**config.mk**
```make
export PLATFORM = sky130hd
export DESIGN_NAME = xyz_sweep_gen
export DESIGN_NICKNAME = d
export VERILOG_FILES = /design/src/rtl/xyz_sweep_gen_pkg.sv /design/src/rtl/xyz_code_map.sv /design/src/rtl/xyz_sweep_gen.sv
export SDC_FILE = /design/constraint.sdc
export NUM_CORES = 1
export LEC_CHECK = 0
export CAP_MARGIN = 15
export CORE_MARGIN = 2
export CORE_UTILIZATION = 52
export CTS_BUF_LIST = sky130_fd_sc_hd__clkbuf_4 sky130_fd_sc_hd__clkbuf_8
export CTS_CLUSTER_DIAMETER = 80
export DETAILED_ROUTE_END_ITERATION = 12
export GPL_TIMING_DRIVEN = 0
export PLACE_DENSITY = 0.74
export SYNTH_ARGS = -nofsm -noshare
export SYNTH_HDL_FRONTEND = slang
export SYNTH_HIERARCHICAL = 1
export SYNTH_SLANG_ARGS = --single-unit
export TNS_END_PERCENT = 10
```
**constraint.sdc**
```tcl
create_clock -name clk -period 3.08 [get_ports clk]
set_clock_uncertainty 0.1 [all_clocks]
set_input_delay 0.924 -clock clk [delete_from_list [all_inputs] [get_ports clk]]
set_output_delay 0.924 -clock clk [all_outputs]
set_load 0.05 [all_outputs]
```
**src/rtl/xyz_sweep_gen_pkg.sv**
```systemverilog
// Shared encodings for the xyz sweep generator: sweep order modes and FSM states.
`timescale 1ns/1ps
package xyz_sweep_gen_pkg;

  localparam logic [1:0] MODE_UP   = 2'b00;
  localparam logic [1:0] MODE_DOWN = 2'b01;
  localparam logic [1:0] MODE_GRAY = 2'b10;

  typedef enum logic [1:0] {
    S_IDLE = 2'b00,
    S_RUN  = 2'b01,
    S_DONE = 2'b10
  } state_t;

endpackage

```
**src/rtl/xyz_code_map.sv**
```systemverilog
// Combinational sweep-order mapper: turns a sweep index into the xyz vector for the chosen order.
`timescale 1ns/1ps
module xyz_code_map
  import xyz_sweep_gen_pkg::*;
(
  input  logic [2:0] index,
  input  logic [1:0] mode,
  output logic [2:0] vec
);

  // Mode 2'b11 is not a defined order and falls through to a plain binary count.
  always_comb begin
    vec = index;
    case (mode)
      MODE_DOWN: vec = 3'd7 - index;
      MODE_GRAY: vec = index ^ (index >> 1);
      default:   vec = index;
    endcase
  end

endmodule

```
**src/rtl/xyz_sweep_gen.sv**
```systemverilog
// Sweeps all eight xyz vectors into the high-even detector, holding each for HOLD_CYCLES clocks,
// and scores the detector's f response against the expected ~z.
`timescale 1ns/1ps
module xyz_sweep_gen
  import xyz_sweep_gen_pkg::*;
#(
  parameter int HOLD_CYCLES = 1,
  parameter int HOLD_W      = 8
) (
  input  logic       clk,
  input  logic       rst_n,
  input  logic       start,
  input  logic [1:0] mode,
  input  logic       f_in,
  output logic       x,
  output logic       y,
  output logic       z,
  output logic       valid,
  output logic       busy,
  output logic       done,
  output logic [3:0] hit_count,
  output logic       match_err
);

  localparam logic [HOLD_W-1:0] HOLD_LAST = HOLD_W'(HOLD_CYCLES - 1);

  state_t            state;
  state_t            state_next;
  logic [1:0]        mode_q;
  logic [2:0]        index;
  logic [HOLD_W-1:0] hold;
  logic [2:0]        vec_q;
  logic [2:0]        map_index;
  logic [1:0]        map_mode;
  logic [2:0]        map_vec;
  logic              sample;

  assign sample = (state == S_RUN) && (hold == HOLD_LAST);

  // The mapper always looks one vector ahead so x/y/z can come straight from a register;
  // in IDLE it previews vector 0 of the requested mode, captured together with start.
  assign map_index = (state == S_IDLE) ? 3'd0 : index + 3'd1;
  assign map_mode  = (state == S_IDLE) ? mode : mode_q;

  xyz_code_map u_map (
    .index (map_index),
    .mode  (map_mode),
    .vec   (map_vec)
  );

  always_ff @(posedge clk or negedge rst_n) begin
    if (!rst_n) state <= S_IDLE;
    else        state <= state_next;
  end

  always_comb begin
    state_next = state;
    case (state)
      S_IDLE:  if (start) state_next = S_RUN;
      S_RUN:   if (sample && (index == 3'd7)) state_next = S_DONE;
      S_DONE:  state_next = S_IDLE;
      default: state_next = S_IDLE;
    endcase
  end

  // start and mode are only looked at in IDLE, so mid-sweep pulses and mode changes are ignored.
  always_ff @(posedge clk or negedge rst_n) begin
    if (!rst_n) begin
      mode_q    <= MODE_UP;
      index     <= 3'd0;
      hold      <= '0;
      vec_q     <= 3'd0;
      hit_count <= 4'd0;
      match_err <= 1'b0;
    end else begin
      case (state)
        S_IDLE: begin
          if (start) begin
            mode_q    <= mode;
            index     <= 3'd0;
            hold      <= '0;
            vec_q     <= map_vec;
            hit_count <= 4'd0;
            match_err <= 1'b0;
          end
        end
        S_RUN: begin
          if (sample) begin
            hold <= '0;
            if (f_in) hit_count <= hit_count + 4'd1;
            if (f_in == vec_q[0]) match_err <= 1'b1;
            if (index != 3'd7) begin
              index <= index + 3'd1;
              vec_q <= map_vec;
            end
          end else begin
            hold <= hold + 1'b1;
          end
        end
        default: ;
      endcase
    end
  end

  assign x     = vec_q[2];
  assign y     = vec_q[1];
  assign z     = vec_q[0];
  assign valid = (state == S_RUN);
  assign busy  = (state == S_RUN) || (state == S_DONE);
  assign done  = (state == S_DONE);

endmodule

```
==> metrics.json <==
{
  "outcome": "completed",
  "min_period_ns": 2.955,
  "crit_path_start_kind": "register",
  "routed_wirelength_um": 2930,
  "grt_pass1_wl_um": 5099,
  "synth.distinct_cells": 40,
  "dominantRegCellSynth": "sky130_fd_sc_hd__dfrtp_1",
  "setup_repair_after_global_routing_missed_its_margin": "no",
  "power_leakage_nw": 0.7566,
  "finalMaxSlewViolations": 0,
  "final_cells": 203,
  "tritoncts": "yes",
  "fp.dieArea_sq_mm": 0.003251,
  "coreArea_sq_mm": 0.002710,
  "avgRoutedWirePerCell_um": 14.43,
  "worst_r2r_endpoint": "vec_q[1]",
  "routed_vias_inst": 5.665,
  "syn_area_per_cell_sq_um": 9.678,
  "detail_route.iter0.violations": 22,
  "die_width_um": 57.02,
  "synth-seq-area-share_pct": 39.38,
  "synth_cells": 151,
  "timing.setup.critical_path_class": "register to primary output",
  "final_antenna_net_count": 0,
  "regToRegStartpoint": "state[0]",
  "multi_input_comb_area_sq_um": 815.8,
  "drv_cap": 0,
  "max-vdd-ir-drop_uv": 619.1,
  "setup_viol": 0,
  "clock-sinks": 23,
  "setup.worst_path.start": "state[1]",
  "n_fill_cell": 240,
  "grt_max_degree": 24,
  "start_util_pct": 53.92,
  "holdCritPathClass": "register to register",
  "synthesis.nets": 167,
  "total_global_route_track_usage_pct": 19.66,
  "reg2reg_depth": 9,
  "worst_hold_slack_ns": 0.4162,
  "worst_path_largest_cell_delay_ns": 0.85,
  "max_freq_mhz": 338.4,
  "synthToLayoutAreaGrowth_pct": 16.70,
  "cts_hold_repair.buffers": 0,
  "endpoint_required_time_on_the_critical_path_ns": 2.06,
  "final_design_area_no_fill_sq_mm": 0.001705,
  "final.setup.tns_ns": 0,
  "cts-buffers-inserted": 3,
  "slowest_stage": "sky130_fd_sc_hd__clkdlybuf4s50_1",
  "worst_skew_pair.late_latency_ns": 0.30,
  "yosys_warnings": 6,
  "clockRootBuffer": "sky130_fd_sc_hd__clkbuf_4",
  "post_dp_cell_area_sq_mm": 0.001660,
  "design_power_total_mw": 1.437,
  "dpl.cell_count": 198,
  "postSynth.asyncResetShare_pct": 100.0,
  "crit_end": "valid",
  "nets": 189,
  "rrSetupSlack_ns": 0.40,
  "grt.overflow.total": 0,
  "layout.area.seq_sq_um": 575.6,
  "antenna_violations_before_repair": 0,
  "post-cts-setup-buffer-count": 0,
  "ioPinCount": 17,
  "max-slew-margin-rel_pct": 62.45,
  "drcViolationCount": 0,
  "route.vias.total": 1150,
  "synth_seq_cells": 23,
  "synth-edff-count": 0,
  "synth.cell_area_sq_mm": 0.001461,
  "clk_transition_reported_paths_ns": 0.12,
  "cp.arrival_ns": 1.93,
  "gp_routability_congestion": 0.8182,
  "layout-drive-gt1-share_pct": 14.53,
  "diode_count": 0,
  "postCtsResizedCells": 0,
  "tritonroute_pass_1_iters": 4,
  "final-hold-violation-count": 0,
  "power_dens_cells_mw_per_mm2": 842.5,
  "die_height_um": 57.02,
  "place.port_buffers": 16,
  "row_count": 19,
  "cts-root-to-sink-buffers": 2,
  "crit_path_cell_trace": "inv_1 > ha_1 > clkdlybuf4s50_1",
  "tightest_slew_ns": 0.5615,
  "critPathMaxFanout": 6,
  "timing.final.crit_share_pct": 95.94,
  "worstSetupEndpointType": "primary output",
  "first_global_vias": 1201,
  "ctsHtreeMaxLevel": 1,
  "dp.final_hpwl_um": 2206
}
through the flow:
step	util, %	worst slack, ns
finish	62.93	0.1251
global route	62.93	0.04312
CTS	62.37	0.1250
detailed placement	61.27	-0.03560
global placement	61.27	0.008286
floorplan	-	0.4894
report_power, final:
group	total (mW)	internal (mW)	leakage [nW]	switching [mW]
Sequential	0.428	0.371	0.308	0.0572
Combinational	0.860	0.360	0.430	0.499
Clock	0.149	0.0593	0.0184	0.0894
Total	1.44	0.791	0.757	0.646
synthesized netlist by cell type (2+ instances only):
| cell | instances | area, sq um |
|---|---|---|
| sky130_fd_sc_hd__dfrtp_1 | 23 | 575.6 |
| sky130_fd_sc_hd__or3_2 | 2 | 15.01 |
| sky130_fd_sc_hd__a21oi_1 | 4 | 20.02 |
| sky130_fd_sc_hd__mux2_2 | 6 | 67.56 |
| sky130_fd_sc_hd__o211ai_1 | 4 | 30.03 |
| sky130_fd_sc_hd__inv_1 | 7 | 26.28 |
| sky130_fd_sc_hd__nor2b_1 | 5 | 31.28 |
| sky130_fd_sc_hd__nand3_1 | 10 | 50.05 |
| sky130_fd_sc_hd__buf_6 | 2 | 22.52 |
| sky130_fd_sc_hd__nand2_1 | 20 | 75.07 |
| sky130_fd_sc_hd__o22a_1 | 2 | 17.52 |
| sky130_fd_sc_hd__mux2_4 | 3 | 45.04 |
| sky130_fd_sc_hd__o21ai_1 | 2 | 10.01 |
| sky130_fd_sc_hd__nand4_1 | 3 | 18.77 |
| sky130_fd_sc_hd__nor2_1 | 15 | 56.30 |
| sky130_fd_sc_hd__o21ai_0 | 3 | 15.01 |
| sky130_fd_sc_hd__xnor2_1 | 4 | 35.03 |
| sky130_fd_sc_hd__xor2_1 | 2 | 17.52 |
| sky130_fd_sc_hd__mux2i_1 | 2 | 20.02 |
| sky130_fd_sc_hd__nor3_1 | 3 | 15.01 |
| sky130_fd_sc_hd__ha_1 | 10 | 125.1 |
worst min path at each step:
stage | cells past startpoint | start | slack (ns) | endpoint
floorplan | 2 | index[1] | 0.37 | index[1]
global placement | 1 | mode_q[1] | 0.38 | mode_q[1]
detailed placement | 1 | mode_q[1] | 0.39 | mode_q[1]
CTS | 1 | mode_q[1] | 0.42 | mode_q[1]
global route | 1 | mode_q[0] | 0.44 | mode_q[0]
finish | 1 | mode_q[1] | 0.42 | mode_q[1]
logic make-up (layout without fill, tap and decap cells):
kind of cell | count (synthesis) | count (layout) | share of synthesized area (%)
buffers and inverters | 13 | 34 | 4.794
adder cells (fa/ha/maj) | 10 | 10 | 8.562
XOR/XNOR | 6 | 6 | 3.596
AND/OR/NAND/NOR | 67 | 67 | 24.74
AO/OA/AOI/OAI | 21 | 21 | 9.847
multiplexers | 11 | 11 | 9.075
flip-flops | 23 | 23 | 39.38
sequential cells by signal, indices dropped and copies added, names as in the netlist:
name       flops
hit_count      4
hold           8
index          3
match_err      1
mode_q         2
state          2
vec_q          3
metal layers:
layer	global-route usage (%)	routed length [um]	up-vias	part of all wire, %
met5	0	0	-	0
met4	5.648	15	0	0.51
met3	2.948	65	2	2.2
li1	-	-	570	-
met1	24.31	1374	564	47
met2	35.47	1474	14	50
layout by cell type, fill, tap and decap left out, types with 2 or more instances in the layout:
cell and instances:
sky130_fd_sc_hd__xor2_1 2, sky130_fd_sc_hd__inv_1 7, sky130_fd_sc_hd__nor2_1 15, sky130_fd_sc_hd__o211ai_1 4
sky130_fd_sc_hd__o21ai_0 3, sky130_fd_sc_hd__nand3_1 10, sky130_fd_sc_hd__o22a_1 2, sky130_fd_sc_hd__or3_2 2
sky130_fd_sc_hd__buf_6 2, sky130_fd_sc_hd__mux2i_1 2, sky130_fd_sc_hd__dfrtp_1 23, sky130_fd_sc_hd__clkbuf_4 5
sky130_fd_sc_hd__ha_1 10, sky130_fd_sc_hd__o21ai_1 2, sky130_fd_sc_hd__a21oi_1 4, sky130_fd_sc_hd__nand2_1 20
sky130_fd_sc_hd__nor2b_1 5, sky130_fd_sc_hd__nand4_1 3, sky130_fd_sc_hd__nor3_1 3, sky130_fd_sc_hd__mux2_2 6
sky130_fd_sc_hd__mux2_4 3, sky130_fd_sc_hd__xnor2_1 4, sky130_fd_sc_hd__clkdlybuf4s50_1 16
critical path: cells and delay by family (launching register included):
kind | cells | cell delay [ns]
fa+ha+maj | 1 | 0.27
buf+inv | 2 | 0.93
flops | 1 | 0.42
area by class of cell:
cell class / count / area share (%)
multi-input cells: 115 / 47.84
flip-flops and latches: 23 / 33.75
repair buffers: 17 / 10.27
plain buffers: 6 / 2.568
well taps: 31 / 2.274
clock buffers: 4 / 1.761
inverters: 7 / 1.541
Power figures use the tool's default switching activity.
